<file path="config.mk">
export PLATFORM = sky130hd
export DESIGN_NAME = bp_result_display
export DESIGN_NICKNAME = d
export VERILOG_FILES = /design/src/rtl/bp_result_display.sv
export SDC_FILE = /design/constraint.sdc
export NUM_CORES = 1
export LEC_CHECK = 0
export CAP_MARGIN = 30
export CORE_UTILIZATION = 50
export CTS_CLUSTER_SIZE = 30
export DETAILED_ROUTE_END_ITERATION = 8
export PLACE_DENSITY_LB_ADDON = 0.2
export SKIP_LAST_GASP = 1
export SLEW_MARGIN = 20
export SYNTH_ARGS = -nofsm -noshare
export SYNTH_HDL_FRONTEND = slang
export SYNTH_SLANG_ARGS = --single-unit
</file>
<file path="constraint.sdc">
create_clock -name clk -period 8 [get_ports clk]
set_input_delay 2.4 -clock clk [delete_from_list [all_inputs] [get_ports clk]]
set_output_delay 2.4 -clock clk [all_outputs]
set_load 0.1 [all_outputs]
</file>
<file path="src/rtl/bp_result_display.sv">
// Captures the network result, converts it to BCD with shift-add-3,
// and scans it onto a 4-digit multiplexed 7-segment display.
module bp_result_display #(
  parameter int SCAN_DIV      = 50000,
  parameter bit BLANK_LEADING = 1'b1
) (
  input  logic        clk,
  input  logic        rst_n,
  input  logic        finish,
  input  logic [9:0]  result,
  output logic        busy,
  output logic [15:0] bcd,
  output logic        bcd_valid,
  output logic [7:0]  seg,
  output logic [3:0]  dig_sel
);

  typedef enum logic [1:0] {
    IDLE,
    SHIFT,
    DONE
  } state_t;

  localparam int CW = $clog2(SCAN_DIV);

  state_t        state;
  state_t        state_nx;
  logic          finish_d;
  logic          fedge;
  logic          pending;
  logic [9:0]    pend_val;
  logic [25:0]   sr;
  logic [25:0]   sr_adj;
  logic [3:0]    iter;
  logic          load;
  logic          shift_en;
  logic          done;
  logic          store_pend;
  logic [CW-1:0] scan_cnt;
  logic          scan_wrap;
  logic [1:0]    idx;
  logic [1:0]    idx_nx;
  logic [3:0]    nib;
  logic          blank;

  assign fedge = finish & ~finish_d;

  always_ff @(posedge clk) begin
    if (!rst_n) state <= IDLE;
    else        state <= state_nx;
  end

  always_comb begin
    state_nx = state;
    unique case (state)
      IDLE:  if (fedge || pending) state_nx = SHIFT;
      SHIFT: if (iter == 4'd9)     state_nx = DONE;
      DONE:  state_nx = IDLE;
      default: state_nx = IDLE;
    endcase
  end

  always_comb begin
    load       = (state == IDLE) && (fedge || pending);
    shift_en   = (state == SHIFT);
    done       = (state == DONE);
    store_pend = fedge && (state != IDLE);
  end

  // Add-3 on every BCD nibble that is 5 or more, before the shift
  always_comb begin
    sr_adj = sr;
    for (int i = 0; i < 4; i++) begin
      if (sr[10+4*i +: 4] >= 4'd5)
        sr_adj[10+4*i +: 4] = sr[10+4*i +: 4] + 4'd3;
    end
  end

  always_ff @(posedge clk) begin
    if (!rst_n) begin
      finish_d  <= 1'b0;
      pending   <= 1'b0;
      pend_val  <= '0;
      sr        <= '0;
      iter      <= '0;
      busy      <= 1'b0;
      bcd       <= '0;
      bcd_valid <= 1'b0;
    end else begin
      finish_d  <= finish;
      bcd_valid <= 1'b0;
      if (load) begin
        sr   <= {16'b0, fedge ? result : pend_val};
        iter <= '0;
        busy <= 1'b1;
      end
      if (shift_en) begin
        sr   <= {sr_adj[24:0], 1'b0};
        iter <= iter + 4'd1;
      end
      if (done) begin
        bcd       <= sr[25:10];
        bcd_valid <= 1'b1;
        busy      <= 1'b0;
      end
      if (store_pend) begin
        pending  <= 1'b1;
        pend_val <= result;
      end else if (load) begin
        pending <= 1'b0;
      end
    end
  end

  assign scan_wrap = (scan_cnt == CW'(SCAN_DIV - 1));
  assign idx_nx    = scan_wrap ? idx + 2'd1 : idx;
  assign nib       = bcd[4*idx_nx +: 4];

  always_comb begin
    blank = 1'b0;
    unique case (idx_nx)
      2'd3: blank = (bcd[15:12] == 4'd0);
      2'd2: blank = (bcd[15:8] == 8'd0);
      2'd1: blank = (bcd[15:4] == 12'd0);
      default: blank = 1'b0;
    endcase
    blank = blank & BLANK_LEADING;
  end

  function automatic logic [6:0] seg7(input logic [3:0] n);
    unique case (n)
      4'd0: seg7 = 7'h40;
      4'd1: seg7 = 7'h79;
      4'd2: seg7 = 7'h24;
      4'd3: seg7 = 7'h30;
      4'd4: seg7 = 7'h19;
      4'd5: seg7 = 7'h12;
      4'd6: seg7 = 7'h02;
      4'd7: seg7 = 7'h78;
      4'd8: seg7 = 7'h00;
      4'd9: seg7 = 7'h10;
      default: seg7 = 7'h7F;
    endcase
  endfunction

  always_ff @(posedge clk) begin
    if (!rst_n) begin
      scan_cnt <= '0;
      idx      <= '0;
      dig_sel  <= 4'hF;
      seg      <= 8'hFF;
    end else begin
      scan_cnt <= scan_wrap ? '0 : scan_cnt + CW'(1);
      idx      <= idx_nx;
      dig_sel  <= ~(4'b0001 << idx_nx);
      seg      <= {1'b1, blank ? 7'h7F : seg7(nib)};
    end
  end

endmodule

</file>
### Word-level counts from Yosys, hierarchy flattened

Memory sizes are Yosys's and may differ from the RTL's. A register that Yosys moved wholly into a read port is not among the register bits.
Cells that the tools add are included.

* add/subtract/negate cells: 7
* multipliers: 0
* div/mod/pow operators: 0
* order comparisons: 4
* equal/unequal tests: 9
* shift-type cells: 2
* muxes and demuxes: 17
* bitwise operators: 4
* reductions and logical operators: 15

Operator list (count)
* $mux 26: 2
* $mux 4: 5
* $add 16x1->16 const B: 1
* $eq 16x16->1 const B: 1
* $ge 4x3->1 const B: 4
* $shiftx 16x5->4: 1
* $add 4x2->4 const B: 3
* $logic_not 12->1: 1
* $mux 10: 1
* $logic_not 8->1: 1
* $reduce_or 2->1: 4
* $eq 2x2->1 const B: 3
* $mux 2: 3
* $reduce_bool 2->1: 3
* $add 4x1->4 const B: 1
* $eq 2x1->1 const B: 2
* $eq 4x4->1 const B: 1
* $logic_not 4->1: 1
* $ne 2x1->1 const B: 2
* $not 4->4: 1
* $pmux 2 s2: 1
* $shl 1x2->4 const A: 1
* $add 3x2->3 const B: 1
* $mux 1: 3
* 9 further kinds: 11

* register bits: 85
* latch bits: 0
* bits in writable memories: 0
* ROM bits: 112
* input port bits: 13
* output and inout bits: 30
* logic and storage cells: 73
* memories kept: 1

Memories
* (name not given): words 16, bits a word 7, read ports 1, clocked after memory_dff 1, wr ports 0, line 131 `unique case (n)`

### Logic depth before layout (Yosys ltp)

* depth in word-level cells: 6
* depth in mapped cells: 11
* depth with buffers taken out: 10

### Worst setup path before layout

Ideal clock, no wire load.

* path kind: input to register
* start: in finish
* end: reg sr[3]
* library setup time: 0.123 ns
* arrival time: 3.710 ns
* path slack: 4.167 ns
* stages on the path: 6
* cells stage by stage: nor2b_1 -> nor2_1 -> nor3_1 -> nor2_1 -> a221oi_1 -> nor2b_1

* word-level cells in the longest chain between the ends: 4
* elaborated cells on any way between the ends: 7
* those cells by class: mux: 3; bitwise: 1; reduce/logical: 3

RTL lines
* start: declaration: line 9 `input logic finish,`
* $and 1x1->1 (*): line 46 `assign fedge = finish & ~finish_d;`
* $mux 10 / $logic_or 1x1->1 (equally long branches): line 93, 64
* $mux 26 / $logic_and 1x1->1 (equally long branches): line 92, 64
* $mux 26 / $reduce_bool 2->1 (equally long branches)
* end signal: assignment: line 93 `sr <= {16'b0, fedge ? result : pend_val};`
* end signal: assignment: line 98 `sr <= {sr_adj[24:0], 1'b0};`
* end: declaration: line 32 `logic [25:0] sr;`

Every way passes the cells marked *; elsewhere a longest branch is shown, timed or not. The select of a mux whose other input is x is not followed.
A chain may end at the register's enable or synchronous reset.

### Worst setup path in the final report

* start: in finish
* end: reg sr[9]

Same word-level chain as after synthesis.

==> impl_metrics.json <==
{
  "run_status": "complete, no violations",
  "grt_antenna_before_repair": 0,
  "first_pass_iters": 4,
  "start_util_pct": 51.19,
  "synthTopCellsByCount": "dfxtp_1, nand2_1, nand3_1, nor2_1",
  "root_buffer": "clkbuf_8",
  "syn2layout_area_growth_pct": 17.04,
  "grt_pass1_wl_um": 15010,
  "setup_viol": 0,
  "worstSetupEndpointType": "flop",
  "yosys.area.top_type": "dfxtp_1",
  "ys.flop_type": "dfxtp_1",
  "drive_gt1_share_pct": 5.405,
  "core_area_sq_mm": 0.008175,
  "p_per_area_mw_per_mm2": 185.8,
  "cp_data_arrival_time_ns": 5.06,
  "nFillCells": 752,
  "postRouteAntennaNets": 0,
  "max_freq_mhz": 207.7,
  "drt_iter0_drc": 154,
  "grt_max_degree": 55,
  "drcViolationCount": 0,
  "syn-num-nets": 509,
  "viasPerCell": 5.494,
  "routedWlPerCell_um": 13.98,
  "ys_seq_elements": 91,
  "critical_path_required_ns": 8.25,
  "ir_worst_vdd_v": 0.0001128,
  "synth_most_common_cell": "dfxtp_1",
  "overflow": 0,
  "setup_ws_ns": 3.185,
  "path_clk_slew_ns": 0.09,
  "async_reset_ff_share_pct": 0,
  "gp_congestion": 0.8125,
  "worstPathMaxFanout": 13,
  "synth_edf_count": 0,
  "htree_levels": 3,
  "cts-buffers-inserted": 9,
  "cts_setup_buffers": 0,
  "die_h_um": 93.49,
  "ioPinCount": 43,
  "clk_path_buf_depth": 2,
  "finalClockSkew_ns": 0.01105,
  "vias": 3423,
  "cp-start-kind": "primary input",
  "grt_pass1_vias": 3204,
  "slew_headroom_pct": 34.36,
  "tightest_slew_ns": 0.9816,
  "dieArea_sq_mm": 0.008740,
  "cts_hold_buffers": 0,
  "dp_hpwl_um": 6006,
  "final_net_count": 542,
  "min_period_over_period_pct": 60.19,
  "clock_latency_ns": 0.36,
  "layout_min_cycle_time_ns": 4.815,
  "cap_violations": 0,
  "tns_ns": 0,
  "drt-total-wl_um": 8708,
  "rsz0062_at_grt": "false",
  "diodes": 0,
  "cts_tree": "built",
  "die_w_um": 93.49,
  "post-place-ws_ns": 2.802,
  "cts_resized": 0,
  "synth_top_area_share_pct": 43.53,
  "cts_sinks": 91,
  "leakagePower_uw": 0.001876,
  "p_total_uw": 910.2,
  "drv_slew": 0,
  "rows": 33,
  "worstSetupPathType": "in -> reg",
  "hold_class": "reg -> reg",
  "grt_usage_pct": 21.76,
  "holdWs_ns": 0.4484,
  "ys_types": 49,
  "synthesis.area_sq_mm": 0.004185,
  "synth_warnings": 0,
  "seq_area_frac_synth_pct": 43.53,
  "numPortBuffers": 41,
  "postSynthAreaPerCell_sq_um": 8.719,
  "hold_viol": 0,
  "synth_area_leaders": "dfxtp_1, nand2_1, ha_1",
  "netlist_instances": 480
}
cell type report:
cell class	count	area [sq um]	area share (%)
timing repair buffer	47	452.9	9.246
multi-input combinational	341	2168	44.27
clock buffer	13	168.9	3.448
clock inverter	3	68.82	1.405
tap	105	131.4	2.682
sequential	91	1822	37.19
inverter	23	86.33	1.762
metrics by stage:
| stage | cells | area, sq um | util [%] |
|---|---|---|---|
| floorplan | 480 | 4185 | - |
| global placement | 606 | 4656 | 56.95 |
| detailed placement | 607 | 4661 | 57.01 |
| CTS | 623 | 4898 | 59.92 |
| global route | 623 | 4898 | 59.92 |
| finish | 623 | 4898 | 59.92 |
worst max-delay path, stage by stage:
cell and delay, ns:
clkdlybuf4s50_1 0.49, nor2b_1 0.66, nor2_1 0.13, nor3_1 0.63, nor2_1 0.35, a221oi_1 0.33, nor2b_1 0.07
cells in the final DEF, fill, tap and decap left out, drive strengths merged, types with 14 or more instances in the layout:
master,instances
dfxtp,91
ha,16
clkdlybuf4s50,41
nor2,26
inv,23
nand3,29
and3,14
o21ai,25
a22o,16
a21oi,20
and2,15
nand2,63
a21boi,16
final timing paths:
kind                           start                     end  slack, ns  depth (start not counted)
min           scan_cnt[0]$_SDFF_PP0_  scan_cnt[0]$_SDFF_PP0_       0.45                          1
max reg2reg  scan_cnt[14]$_SDFF_PP0_       seg[1]$_SDFF_PP1_       4.75                          8
max                           finish      sr[9]$_SDFFE_PN0P_       3.18                          7
min reg2reg   scan_cnt[0]$_SDFF_PP0_  scan_cnt[0]$_SDFF_PP0_       0.45                          1
where the power goes:
group	internal, uW	switching (uW)
clock	202	155
sequential	464	6.28
combinational	26.0	56.8
total	692	218
metal layers:
| layer | up-vias | wire, um | global-route usage, % |
|---|---|---|---|
| met5 | - | 0 | 0 |
| met4 | 0 | 109 | 5.897 |
| met3 | 8 | 251 | 6.341 |
| met2 | 54 | 4215 | 37.19 |
| met1 | 1637 | 4132 | 26.58 |
| li1 | 1724 | - | - |
sequential cells by signal (all words and copies together) (netlist names):
register   flops
bcd           16
bcd_valid      1
busy           1
dig_sel        4
finish_d       1
idx            2
iter           4
pend_val      10
pending        1
scan_cnt      16
seg            7
sr            26
state          2
cells by family (layout without fill, tap and decap cells):
family / count (synthesis) / count (layout) / share of synthesized area [%]
DFF: 91 / 91 / 43.53
buffers and inverters: 48 / 86 / 4.664
AOI/OAI and AO/OA: 100 / 100 / 16.17
muxes: 10 / 10 / 2.481
adders and majority gates: 16 / 16 / 4.783
xor gates and xnor gates: 22 / 22 / 4.783
other: 1 / 1 / 0.08960
and+or+nand+nor: 192 / 192 / 23.50
Note: power is estimated with default switching activity, not from simulation.
